<file path="config.mk">
export PLATFORM = sky130hd
export DESIGN_NAME = stopwatch_ctrl
export DESIGN_NICKNAME = d
export VERILOG_FILES = /design/src/rtl/stopwatch_ctrl.sv
export SDC_FILE = /design/constraint.sdc
export NUM_CORES = 1
export LEC_CHECK = 0
export ABC_AREA = 1
export CAP_MARGIN = 20
export CORE_AREA = 2 2 39 41
export CTS_BUF_LIST = sky130_fd_sc_hd__clkbuf_4
export DETAILED_ROUTE_END_ITERATION = 6
export DIE_AREA = 0 0 41 43
export SLEW_MARGIN = 20
export SYNTH_ARGS = -nofsm -noshare
export SYNTH_HDL_FRONTEND = slang
export SYNTH_SLANG_ARGS = --single-unit
</file>
<file path="constraint.sdc">
create_clock -name clk -period 2.3 [get_ports clk]
set_input_delay 0.345 -clock clk [delete_from_list [all_inputs] [get_ports clk]]
set_output_delay 0.345 -clock clk [all_outputs]
set_load 0.05 [all_outputs]
</file>
<file path="src/rtl/stopwatch_ctrl.sv">
// stopwatch_ctrl: turns button press events into timer enable, a one-cycle counter clear and a lap-freeze display mux.
// Latency: a button rise changes state, enable, running, lap_active and clear one cycle later; the display mux is combinational.
// Backpressure: none; events not legal in the current state are dropped, never queued. Lap support is built only with `STOPWATCH_LAP_EN.
module stopwatch_ctrl #(
  parameter int DIGITS = 2
) (
  input  logic                clk,
  input  logic                rst,
  input  logic                start_stop_btn,
  input  logic                lap_btn,
  input  logic                clear_btn,
  input  logic [4*DIGITS-1:0] number,
  output logic                enable,
  output logic                clear,
  output logic [4*DIGITS-1:0] display,
  output logic                running,
  output logic                lap_active
);

`ifdef STOPWATCH_LAP_EN
  typedef enum logic [1:0] {IDLE, RUN, PAUSE, LAP} state_t;
`else
  typedef enum logic [1:0] {IDLE, RUN, PAUSE} state_t;
`endif

  state_t state;
  state_t state_nxt;
  logic   ss_prev;
  logic   clr_prev;
  logic   ss_ev;
  logic   clr_ev;
  logic   clear_nxt;

  // History starts at 1 so that a button held through reset is not seen as a press.
  assign ss_ev  = start_stop_btn & ~ss_prev;
  assign clr_ev = clear_btn & ~clr_prev;

`ifdef STOPWATCH_LAP_EN
  logic                lap_prev;
  logic                lap_ev;
  logic                capture;
  logic [4*DIGITS-1:0] lap_reg;

  assign lap_ev = lap_btn & ~lap_prev;

  // Lap button history for edge detection.
  always_ff @(posedge clk or posedge rst) begin
    if (rst) lap_prev <= 1'b1;
    else     lap_prev <= lap_btn;
  end

  // Frozen lap value: taken verbatim on entry to LAP and held until the next capture.
  always_ff @(posedge clk or posedge rst) begin
    if (rst)          lap_reg <= '0;
    else if (capture) lap_reg <= number;
  end
`else
  logic unused_lap_btn;
  assign unused_lap_btn = lap_btn;
`endif

  // Start/stop and clear button history for edge detection.
  always_ff @(posedge clk or posedge rst) begin
    if (rst) begin
      ss_prev  <= 1'b1;
      clr_prev <= 1'b1;
    end else begin
      ss_prev  <= start_stop_btn;
      clr_prev <= clear_btn;
    end
  end

  // State register and registered clear pulse; reset cancels any pending pulse.
  always_ff @(posedge clk or posedge rst) begin
    if (rst) begin
      state <= IDLE;
      clear <= 1'b0;
    end else begin
      state <= state_nxt;
      clear <= clear_nxt;
    end
  end

  // Next state: clear > start_stop > lap, and only events legal in the current state act.
  always_comb begin
    state_nxt = state;
    clear_nxt = 1'b0;
`ifdef STOPWATCH_LAP_EN
    capture   = 1'b0;
`endif
    case (state)
      IDLE, PAUSE: begin
        if (clr_ev) begin
          state_nxt = IDLE;
          clear_nxt = 1'b1;
        end else if (ss_ev) begin
          state_nxt = RUN;
        end
      end
      RUN: begin
        if (ss_ev) begin
          state_nxt = PAUSE;
        end
`ifdef STOPWATCH_LAP_EN
        else if (lap_ev) begin
          state_nxt = LAP;
          capture   = 1'b1;
        end
`endif
      end
`ifdef STOPWATCH_LAP_EN
      LAP: begin
        if (ss_ev)       state_nxt = PAUSE;
        else if (lap_ev) state_nxt = RUN;
      end
`endif
      default: state_nxt = IDLE;
    endcase
  end

  // Moore output decode; the display mux is the only path from number to an output.
  always_comb begin
`ifdef STOPWATCH_LAP_EN
    running    = (state == RUN) || (state == LAP);
    lap_active = (state == LAP);
    display    = (state == LAP) ? lap_reg : number;
`else
    running    = (state == RUN);
    lap_active = 1'b0;
    display    = number;
`endif
    enable = running;
  end

endmodule

</file>
# Yosys cells after proc, flatten, opt, wreduce, memory -nomap -nowiden
# Index checks and enable logic that the tools add are counted.
totals:
  regBits: 5
  elab_cells: 21
op_classes:
  n_eq_ne: 4
  muxes: 6
  bitwise: 4
  reduce_logical: 3
ops:
  columns: ["operator", "count"]
  rows:
  - ["$mux 2", 3]
  - ["$pmux 2 s2", 1]
  - ["$ne 3x3->1 const B", 1]
  - ["$and 1x1->1", 2]
  - ["$eq 2x1->1 const B", 1]
  - ["$eq 2x2->1 const B", 1]
  - ["$logic_not 2->1", 1]
  - ["$mux 1", 2]
  - ["$ne 2x1->1 const B", 1]
  - ["$not 1->1", 2]
  - ["$reduce_and 2->1", 1]
  - ["$reduce_or 2->1", 1]

# Depth between registers and ports, before layout
depth:
  word_depth: 5
  mapped_depth: 5
  ltp_nobuf: 5

# Least setup slack after synthesis
# Ideal clock, no wire load.
synth_path:
  path_type: "reg-to-output"
  startpoint: "reg state[1]"
  endpoint: "out running"
  arrival_time_ps: 990
  required_ps: 1955
  setup_slack_ps: 965
  stages_incl_launch_ff: 3
  n_path_buf: 1
  path_cell_list: "dfrtp_1 nor2_4 buf_4"
synth_between:
  elab_chain_cells: 1
synth_lines:
  columns: ["element", "line_no", "source"]
  rows:
  - ["start, declared", "26", "state_t state;"]
  - ["start signal, assigned", "79", "state <= state_nxt;"]
  - ["$eq 2x1->1", "128", "running = (state == RUN);"]
  - ["end, declared", "16", "output logic running,"]
# Every way passes these cells.

# Final worst setup path
layout_path:
  startpoint: "reg state[1]"
  endpoint: "out enable"
layout_between:
  elab_chain_cells: 1
layout_lines:
  columns: ["element", "line_no", "source"]
  rows:
  - ["$eq 2x1->1", "128", null]
  - ["end, declared", "13", "output logic enable,"]
# Every way passes these cells.

==> flow_metrics.tcl <==
set metrics [dict create \
    num_rows 14 \
    rsz0062_at_grt "no" \
    area_growth_syn_to_layout_pct 12.2 \
    antenna_found_initial 0 \
    setup_tns_ns 0 \
    crit_start "state[1]" \
    grt_pass1_wl_microns 545 \
    portBuffers 6 \
    design_area_sq_um 323 \
    cts-root-buf "clkbuf_4" \
    finalSetupViolCount 0 \
    grt.overflow.total 0 \
    synthesis.area_sq_um 288 \
    crit_end "enable" \
    yosys_register_bits 5 \
    nNetsFinal 48 \
    p_leak_nw 0.164 \
    totalPowerFinal_w 0.000323 \
    required_ns 1.96 \
    core_area_sq_um 1380 \
    post-route-period-util_pct 85.4 \
    ctsHtreeMaxLevel 1 \
    dieArea_sq_um 1760 \
    cp-start-kind "register" \
    postCtsHoldBufs 0 \
    vias_per_cell 3.32 \
    numCtsBuffers 3 \
    avgSynthCellArea_sq_um 8.46 \
    drive_gt1_share_pct 26.5 \
    hold_class "input pin to asynchronous set/reset pin" \
    slew_viol_final 0 \
    cp_slowest_cell "clkdlybuf4s50_1" \
    drc 0 \
    drtIter0Drc 2 \
    n_antenna_cell 0 \
    ys_seq_area_share_pct 44.3 \
    worstPathMaxFanout 4 \
    final-hold-violation-count 0 \
    clk_pin_slew_ns 0.04 \
    synth_nets 47 \
    max_cap_viol_count 0 \
    status "completed" \
    start_util_pct 20.8 \
    skew_ns 0.000226 \
    layout_common_cells "nand2_1 (8), clkdlybuf4s50_1 (6), inv_1 (5)" \
    drt-total-wl_microns 391 \
    cts_tree "done" \
    place_ws_ns 0.592 \
    cts_buffer_depth 2 \
    min_period_ns 1.96 \
    vdd_drop_max_v 0.000169 \
    ys_types 11 \
    firstDrtPassIters 2 \
    clock.fmax_mhz 509 \
    r2r_setup_slack_ns 1.36 \
    syn-instance-count 34 \
    antenna_left 0 \
    grt_pass1_vias 147 \
    max_stage_delay_ns 0.81 \
    cts_setup_buffers 0 \
    grt_max_degree 6 \
    endpoint_kind "output port" \
    clock_latency_ns 0.24 \
    placed_area_sq_um 293 \
    fill_cells 158 \
    yosysWarningCount 0 \
    ios 25 \
    critical_path_class "register to output port" \
    power_density_nw_per_um2 1000 \
    crit-reg2reg-launch "clr_prev" \
    grt.total_usage_pct 5.74 \
    finalCoreUtilization_pct 23.3 \
    reg2reg_to "state[0]" \
    vias 166 \
    routabilityCongestion 0.808 \
    ctsResizeCount 0 \
    worstPathArrival_ns 1.62 \
    crit_chain "nor2_4 > clkdlybuf4s50_1" \
    reg2reg_depth 4 \
    routedWlPerCell_microns 7.82 \
    dieHeight_microns 43 \
    worst_slack_ns 0.335 \
    die_w_microns 41 \
    cts.sinks 5 \
    final_common_cell "nand2_1" \
]
[worst max-delay path, delay by kind of cell, from the launching register on]
family / cells / cell delay, ns
buffers and inverters: 1 / 0.81
AND/OR/NAND/NOR: 1 / 0.15
flip-flops: 1 / 0.41
[flip-flops by register name, indices dropped and copies added, names as in the netlist]
signal    count
clr_prev      1
clear         1
state         2
ss_prev       1
[routing by layer]
| layer | routed length (microns) | share of wire (%) | up-vias | GRT usage, % |
|---|---|---|---|---|
| met5 | 0 | 0 | - | 0 |
| met4 | 0 | 0 | 0 | 6.00 |
| met3 | 64 | 16 | 0 | 6.81 |
| met2 | 175 | 45 | 7 | 6.88 |
| met1 | 151 | 39 | 74 | 4.22 |
| li1 | - | - | 85 | - |
[worst min-delay path by stage]
stage	start	endpoint	depth (start not counted)
3_3_place_gp	state[0]	clear	1
2_1_floorplan	rst	clear	1
4_1_cts	rst	state[1]	2
3_5_place_dp	state[0]	clear	1
6_report	rst	clear	2
5_1_grt	rst	clear	2
[through the flow]
step / instances / hold WS (ns)
after detailed placement: 46 / 0.438
after CTS: 50 / 0.306
after global placement: 46 / 0.436
after global routing: 50 / 0.323
after floorplan: 34 / 0.122
final: 50 / 0.305
[cells in the mapped netlist]
master / instances / area, sq um
a21oi_2: 1 / 8.76
dfstp_2: 2 / 52.6
nor2_4: 1 / 11.3
buf_4: 10 / 75.1
nand2_1: 8 / 30.0
dfrtp_1: 3 / 75.1
nor2_1: 1 / 3.75
a21oi_1: 1 / 5.00
inv_2: 1 / 3.75
inv_1: 5 / 18.8
conb_1: 1 / 3.75
[logic make-up (layout without fill, tap and decap cells)]
| family | Yosys count | in the layout | synth area share (%) |
|---|---|---|---|
| buffers and inverters | 16 | 16 | 33.9 |
| and+or+nand+nor | 10 | 10 | 15.7 |
| AOI/OAI and AO/OA | 2 | 2 | 4.78 |
| other | 1 | 1 | 1.30 |
| DFF | 5 | 5 | 44.3 |
[area by class of cell]
cell class | count | area, sq um | share of cell area [%]
Inverter | 6 | 22.5 | 6.98
Sequential cell | 5 | 128 | 39.5
Timing Repair Buffer | 6 | 60.1 | 18.6
Multi-Input combinational cell | 13 | 62.6 | 19.4
Clock buffer | 4 | 30.0 | 9.30
Tap cell | 16 | 20.0 | 6.20
[power breakdown]
group | switching, W | internal (W) | leakage, nW
Combinational | 0.0000703 | 0.0000334 | 0.0850
Sequential | 0.00000701 | 0.000100 | 0.0604
Clock | 0.0000352 | 0.0000773 | 0.0184
Total | 0.000112 | 0.000211 | 0.164
Power figures use the tool's default switching activity.
